<file path="src/rtl/dm_arbiter.sv">
`default_nettype none
// ============================================================================
// Module   : dm_arbiter
// Purpose  : Two-port (CPU / DMA) arbiter in front of a single-ported data
//            memory; optional round-robin contention via DM_ARB_RR_EN.
// Revision : 1.0  initial release
// ============================================================================
module dm_arbiter #(
   parameter int MEM_WORDS = 3072
) (
   input  logic        clk,
   input  logic        rst,
   input  logic        req0,
   input  logic        req1,
   input  logic        we0,
   input  logic        we1,
   input  logic [31:0] addr0,
   input  logic [31:0] addr1,
   input  logic [31:0] wd0,
   input  logic [31:0] wd1,
   output logic        gnt0,
   output logic        gnt1,
   output logic        rvalid0,
   output logic        rvalid1,
   output logic [31:0] rdata,
   output logic        err,
   output logic        mem_we,
   output logic [31:0] mem_addr,
   output logic [31:0] mem_wd,
   input  logic [31:0] mem_rd
);

   typedef enum logic [0:0] {
      IDLE   = 1'b0,
      ACCESS = 1'b1
   } state_e;

   localparam logic [31:0] c_MEM_WORDS = 32'(MEM_WORDS);

   state_e      state_q;
   logic        owner_q;
   logic        we_q;
   logic [31:0] addr_q;
   logic [31:0] wd_q;
   logic        gnt0_q;
   logic        gnt1_q;
   logic        rvalid0_q;
   logic        rvalid1_q;
   logic [31:0] rdata_q;
   logic        err_q;

   logic        owner_d;
   logic        legal;
   logic        in_access;

`ifdef DM_ARB_RR_EN
   // 1 means port 1 was served last, so port 0 wins the next contention.
   logic        last_q;

   always_comb begin
      owner_d = 1'b0;
      if (req0 && req1)
         owner_d = ~last_q;
      else
         owner_d = ~req0;
   end
`else
   always_comb begin
      owner_d = ~req0;
   end
`endif

   assign legal     = (addr_q[1:0] == 2'b00) && ({2'b00, addr_q[31:2]} < c_MEM_WORDS);
   assign in_access = (state_q == ACCESS);

   // Memory side is masked by rst so an abandoned access can never write.
   assign mem_we   = we_q & in_access & legal & ~rst;
   assign mem_addr = (in_access && !rst) ? addr_q : 32'h0;
   assign mem_wd   = (in_access && !rst) ? wd_q   : 32'h0;

   always_ff @(posedge clk) begin
      if (rst) begin
         state_q   <= IDLE;
         owner_q   <= 1'b0;
         we_q      <= 1'b0;
         addr_q    <= 32'h0;
         wd_q      <= 32'h0;
         gnt0_q    <= 1'b0;
         gnt1_q    <= 1'b0;
         rvalid0_q <= 1'b0;
         rvalid1_q <= 1'b0;
         rdata_q   <= 32'h0;
         err_q     <= 1'b0;
`ifdef DM_ARB_RR_EN
         last_q    <= 1'b1;
`endif
      end else begin
         rvalid0_q <= 1'b0;
         rvalid1_q <= 1'b0;
         case (state_q)
            IDLE: begin
               rdata_q <= 32'h0;
               err_q   <= 1'b0;
               if (req0 || req1) begin
                  state_q <= ACCESS;
                  owner_q <= owner_d;
                  we_q    <= owner_d ? we1   : we0;
                  addr_q  <= owner_d ? addr1 : addr0;
                  wd_q    <= owner_d ? wd1   : wd0;
                  gnt0_q  <= ~owner_d;
                  gnt1_q  <= owner_d;
`ifdef DM_ARB_RR_EN
                  last_q  <= owner_d;
`endif
               end
            end
            ACCESS: begin
               state_q   <= IDLE;
               gnt0_q    <= 1'b0;
               gnt1_q    <= 1'b0;
               rvalid0_q <= ~owner_q;
               rvalid1_q <= owner_q;
               rdata_q   <= (legal && !we_q) ? mem_rd : 32'h0;
               err_q     <= ~legal;
            end
            default: state_q <= IDLE;
         endcase
      end
   end

   assign gnt0    = gnt0_q;
   assign gnt1    = gnt1_q;
   assign rvalid0 = rvalid0_q;
   assign rvalid1 = rvalid1_q;
   assign rdata   = rdata_q;
   assign err     = err_q;

endmodule
`default_nettype wire

</file>
<file path="config.mk">
export PLATFORM = sky130hd
export DESIGN_NAME = dm_arbiter
export DESIGN_NICKNAME = d
export VERILOG_FILES = /design/src/rtl/dm_arbiter.sv
export SDC_FILE = /design/constraint.sdc
export NUM_CORES = 1
export LEC_CHECK = 0
export CORE_ASPECT_RATIO = 1.4
export CORE_MARGIN = 5
export CORE_UTILIZATION = 36
export CTS_CLUSTER_DIAMETER = 50
export DETAILED_ROUTE_END_ITERATION = 8
export PLACE_DENSITY_LB_ADDON = 0.25
export SYNTH_ARGS = -nofsm -noshare
export SYNTH_HDL_FRONTEND = slang
export SYNTH_SLANG_ARGS = --single-unit
</file>
<file path="constraint.sdc">
create_clock -name clk -period 1.7 [get_ports clk]
set_clock_uncertainty 0.15 [all_clocks]
set_input_delay 0.34 -clock clk [delete_from_list [all_inputs] [get_ports clk]]
set_output_delay 0.34 -clock clk [all_outputs]
set_load 0.1 [all_outputs]
</file>
==> run summary, run 1 <==
outcome: complete, but fails checks
power after layout: 6.96 mW
CTS tree: done
total gr overflow: 0
hpwl dp: 13100 um
crit-path leading delay family: simple AND/OR/NAND/NOR gates
crit-path cells: nor4_4, buf_4, nand4_4, nor3_4, buf_12
Final Cycle Share: 127%
Leak: 3.92 nW
synth unique cells: 25
antenna violations before repair: 0
Die X: 112 um
Worst Max-Slew Pin Slew: 1130 ps
net switching power: 2.02 mW
Comb power frac: 30.0%
Max IR drop VDD: 0.495 mV
first-pass GRT wire length: 27100 um
worst hold path class: in -> reg
wire per inst: 18.4 um
Fmax achieved: 463 MHz
Sequential Power Share: 38.9%
core area: 14400 um2
initial drt markers: 150
Max clock buf depth: 2
Min Hold Slack: 245 ps
drc violations: 0
vias in the first global route: 5121
clk_lat worst skew: 340 ps
Vias: 4803
Synth Register Bits: 104
Reg2Reg Depth: 5
Setup crit start kind: flip-flop
FF/Latch Area: 2090 um2
violated checks: setup timing
Clock transition at path regs: 70 ps
fin crit period: 2160 ps
hold_sp: req0
Avg Vias per Cell: 4.93
clk root buf: clkbuf_16
synthesized instance count: 502
area of the multi-input gates: 3030 um2
cell area after synthesis: 5240 um2
CP Class: reg -> out
Crit. End Element: output pin
port bufs: 267
First-pass DRT Iterations: 4
Sink Count: 104
Synth Warn #: 0
CP max stage cell: dfxtp_2
Antenna diodes: 0
gpl congestion: 0.769
Final Hold Fails: 0
H-tree level count: 3
Final ANT Viol Nets: 0
Crit path required time: 1210 ps
reg2reg start: addr_q[26]
CP max stage delay: 330 ps
Pint: 4.93 mW
CTS Buf Count: 9
worst path bufs/invs: 2
Sw Ratio: 29.1%
Clk network pwr share: 31.1%
Power Density: 694 nW/um2
largest net degree at the start of global routing: 71
Mean Syn Cell Area: 10.4 um2
relative slew slack: 24.7%
max-slew violation count: 0
Die H: 153 um
setup TNS: -23960 ps
standard-cell rows: 52
number of fill cells: 1057
Setup-failing EPs final: 69
drt total wl: 18000 um
RSZ-0062 raised after global routing: true
Max-cap violations: 0
DIE AREA: 17100 um2
Syn-to-layout area delta: 91.2%
final net count: 948
critical path arrival: 1670 ps
sequential element share of the synthesized area: 39.7%
Initial Util: 36.4%
GRT Resource Usage Total: 19.7%
proportion of layout cells with a drive suffix above 1: 43.6%
capturing point of the worst reg2reg path: err
final core occ: 69.7%
Syn Nets: 668
setup ws final: -458 ps
R2R Setup Slk: -40 ps
hold depth: 3
WHS Endpoint: gnt0
I/O pins: 268
crit path max fanout: 2
-- flip-flops by register name (all words and copies together) (netlist names) --
signal,flops
err,1
rdata,32
rvalid1,1
addr_q,32
gnt1,1
gnt0,1
owner_q,1
rvalid0,1
wd_q,32
we_q,1
in_access,1
-- Yosys cell counts, drive strengths merged --
cell type,instances,area [um2]
a211oi,66,821
nor2,66,248
nor4,6,56.3
buf,36,279
and2,65,407
nand4,1,12.5
clkbuf,15,60.1
a21oi,2,10.0
nand2,3,11.3
nand3b,32,240
nor2b,2,12.5
o21ba,1,10.0
o21a,1,7.51
dfxtp,104,2080
nor3,35,325
inv,2,7.51
mux2i,65,651
-- power groups by stage --
stage                     sequential, mW  combinational (mW)  clock (mW)
after detailed placement            2.75                1.94           0
after global placement              2.75                1.89           0
final                               2.71                2.09        2.16
after CTS                           2.71                2.00        2.23
after global routing                2.73                2.20        2.33
after floorplan                     2.78                1.10           0
-- placed cells by master, fill, tap and decap left out, types with 2 or more instances in the layout --
cell type and count:
nor4_1 2, dfxtp_1 101, bufbuf_16 2, clkbuf_16 14, nand3b_1 32, and2_4 63
nor3_4 2, buf_12 109, buf_4 35, a211oi_2 65, nor2_2 2, a21oi_1 2
bufinv_16 2, nor3_2 28, clkdlybuf4s50_1 163, inv_1 2, dfxtp_2 3, mux2i_1 65
buf_6 5, nor4_2 3, nor3_1 5, nand2_1 2, nor2_1 64
-- per-layer routing --
layer  global-route usage, %  share of wire [%]  vias up
met5                       0                  0        -
met4                    6.07                1.6        0
met3                    6.75                8.1       18
met2                    35.6                 53      193
met1                    21.6                 38     2273
li1                        -                  -     2319
-- worst max-delay path by stage --
stage               startpoint    endpoint  depth (start not counted)
finish              addr_q[26]      mem_we                          5
global route        addr_q[26]      mem_we                          5
CTS                 addr_q[23]      mem_we                          5
detailed placement        req1  addr_q[11]                          5
global placement    addr_q[26]      mem_we                          5
floorplan           addr_q[26]      mem_we                          4
-- kinds of logic after synthesis --
family,Yosys count,synth area share (%)
multiplexers,65,12.4
AND/OR/NAND/NOR,210,25.0
flip-flops,104,39.7
buffers and inverters,53,6.61
AO/OA/AOI/OAI,70,16.2
-- worst reg2reg max path, delay by kind of cell, from the launching register on --
kind	cells	cell delay, ps
AO/OA/AOI/OAI	1	260
buffers and inverters	2	490
flip-flops	1	330
AND/OR/NAND/NOR	2	400
-- area by class of cell --
class	count	share of cell area, %
timing repair buffer	320	43.4
multi-input combinational	345	30.2
sequential	104	20.8
tap	189	2.36
clock buffer	10	2.29
clock inverter	5	0.812
inverter	2	0.0749
-- stage by stage --
step / instance area, um2 / setup WS [ps] / instances
floorplan: 5440 / -559 / 502
global placement: 9350 / -195 / 943
detailed placement: 9350 / -220 / 943
CTS: 9830 / -527 / 964
global route: 10000 / -555 / 975
finish: 10000 / -458 / 975
-- what timing repair did --
item / in CTS / in global routing
gates cloned: 3 / 6
endpoints found under the setup margin: 98 / 147
pin swaps: 5 / 6
gates resized for setup: 17 / 3
buffers inserted: 4 / 6
hold buffers: 0 / 0
(Power assumes the default switching activity.)
==> run 2: changes to the inputs <==
- SKIP_CTS_REPAIR_TIMING: default -> 1
==> run summary, run 2 (synthesized netlist as in run 1, its figures left out) <==
outcome: complete, but fails checks
violated checks: setup timing
Max IR drop VDD: 0.451 mV (-8.9%)
Place WS: -220 ps (unchanged)
Placed Cells incl. Taps: 943 (unchanged)
Worst Max-Slew Pin Slew: 1130 ps (-2.11 ps)
drt total wl: 17100 um (-4.9%)
first-pass GRT wire length: 26500 um (-2.1%)
crit path max fanout: 2 (unchanged)
fin crit period: 2210 ps (+54.8 ps)
worst hold path class: in -> reg
proportion of layout cells with a drive suffix above 1: 42.8% (-0.82 points)
gpl congestion: 0.769 (unchanged)
Crit path required time: 1210 ps (about the same)
relative slew slack: 24.8% (+0.14 points)
clk_lat worst skew: 340 ps (about the same)
largest net degree at the start of global routing: 71 (unchanged)
CTS Buf Count: 9 (unchanged)
RSZ-0062 raised after global routing: true
Syn-to-layout area delta: 86.8%
Max clock buf depth: 2 (unchanged)
I/O pins: 268 (unchanged)
critical path arrival: 1720 ps (+50 ps)
Fmax achieved: 452 MHz (-2.5%)
Final Hold Fails: 0 (unchanged)
CP Class: reg -> out
drc violations: 0 (unchanged)
Antenna diodes: 0 (unchanged)
antenna violations before repair: 0 (unchanged)
Leak: 3.79 nW (-3.3%)
total gr overflow: 0 (unchanged)
core area: 14400 um2 (unchanged)
most common cell after layout, fill and taps aside: clkdlybuf4s50_1
First-pass DRT Iterations: 4 (unchanged)
Clock transition at path regs: 60 ps (about the same)
Initial Util: 36.4% (unchanged)
Final ANT Viol Nets: 0 (unchanged)
max-slew violation count: 0 (unchanged)
Die X: 112 um (unchanged)
DIE AREA: 17100 um2 (unchanged)
commonest cells after routing, fill and taps aside: clkdlybuf4s50_1, buf_12, dfxtp_1
final core occ: 68.1% (-1.6 points)
Avg Vias per Cell: 4.86 (-1.3%)
port bufs: 267 (unchanged)
Max-cap violations: 0 (unchanged)
standard-cell rows: 52 (unchanged)
hpwl dp: 13100 um (unchanged)
Min Hold Slack: 243 ps (-1.63 ps)
Setup crit start kind: flip-flop
clk root buf: clkbuf_16
Die H: 153 um (unchanged)
Crit. End Element: output pin
final net count: 935 (-1.4%)
H-tree level count: 3 (unchanged)
GRT Resource Usage Total: 19.2% (-0.51 points)
setup ws final: -512 ps (-54.8 ps)
DP Area: 9350 um2 (unchanged)
Final Cycle Share: 130% (+3.2 points)
setup TNS: -19790 ps (+4170 ps)
initial drt markers: 103 (-31%)
power after layout: 6.84 mW (-1.6%)
Power Density: 699 nW/um2 (+0.70%)
Sink Count: 104 (unchanged)
post-route insts no fill: 962 (-1.3%)
Vias: 4679 (-2.6%)
wire per inst: 17.8 um (-3.6%)
CTS tree: done
Setup-failing EPs final: 67 (-2.9%)
vias in the first global route: 5038 (-1.6%)
Design Area, Final: 9790 um2 (-2.3%)
## run 2: cell count changes in the layout (fill, tap and decap cells not counted), sizes merged
cell    before  now
bufbuf       2    0
buf        150  142
clkbuf      15   12
## run 2: worst max-delay path, stage by stage (launching register included)
cell	delay, ps
dfxtp_2	330
nor4_4	310
buf_4	170
nand4_4	100
nor3_4	260
buf_12	210
## run 2: layout make-up
| type | instances | area (um2) |
|---|---|---|
| multi-input combinational | 345 | 3030 |
| clock buffer | 10 | 229 |
| fill | 1089 | 4590 |
| clock inverter | 5 | 81.3 |
| timing repair buffer | 307 | 4120 |
| tap | 189 | 236 |
| sequential | 104 | 2090 |
| inverter | 2 | 7.51 |
## run 2: worst paths after layout
path	start	endpoint	slack [ps]	cells after the start
min	req0	gnt0	240	3
max reg2reg	addr_q[23]	rdata[11]	-40	5
max	addr_q[23]	mem_we	-510	5
min reg2reg	owner_q	rvalid0	320	1
## run 2: routing by layer
| layer | routed length (um) | track usage (%) | share of wire [%] | vias up |
|---|---|---|---|---|
| met5 | 0 | 0 | 0 | - |
| met4 | 208 | 5.44 | 1.2 | 0 |
| met3 | 1380 | 6.71 | 8.1 | 12 |
| met2 | 9140 | 34.8 | 53 | 179 |
| met1 | 6360 | 21.1 | 37 | 2203 |
| li1 | - | - | - | 2285 |
## run 2: where the power goes
group | leakage (nW) | switching (mW) | internal, mW
registers | 0.857 | 0.110 | 2.60
logic | 2.78 | 1.01 | 0.968
clock network | 0.149 | 0.873 | 1.29
total | 3.79 | 1.99 | 4.85
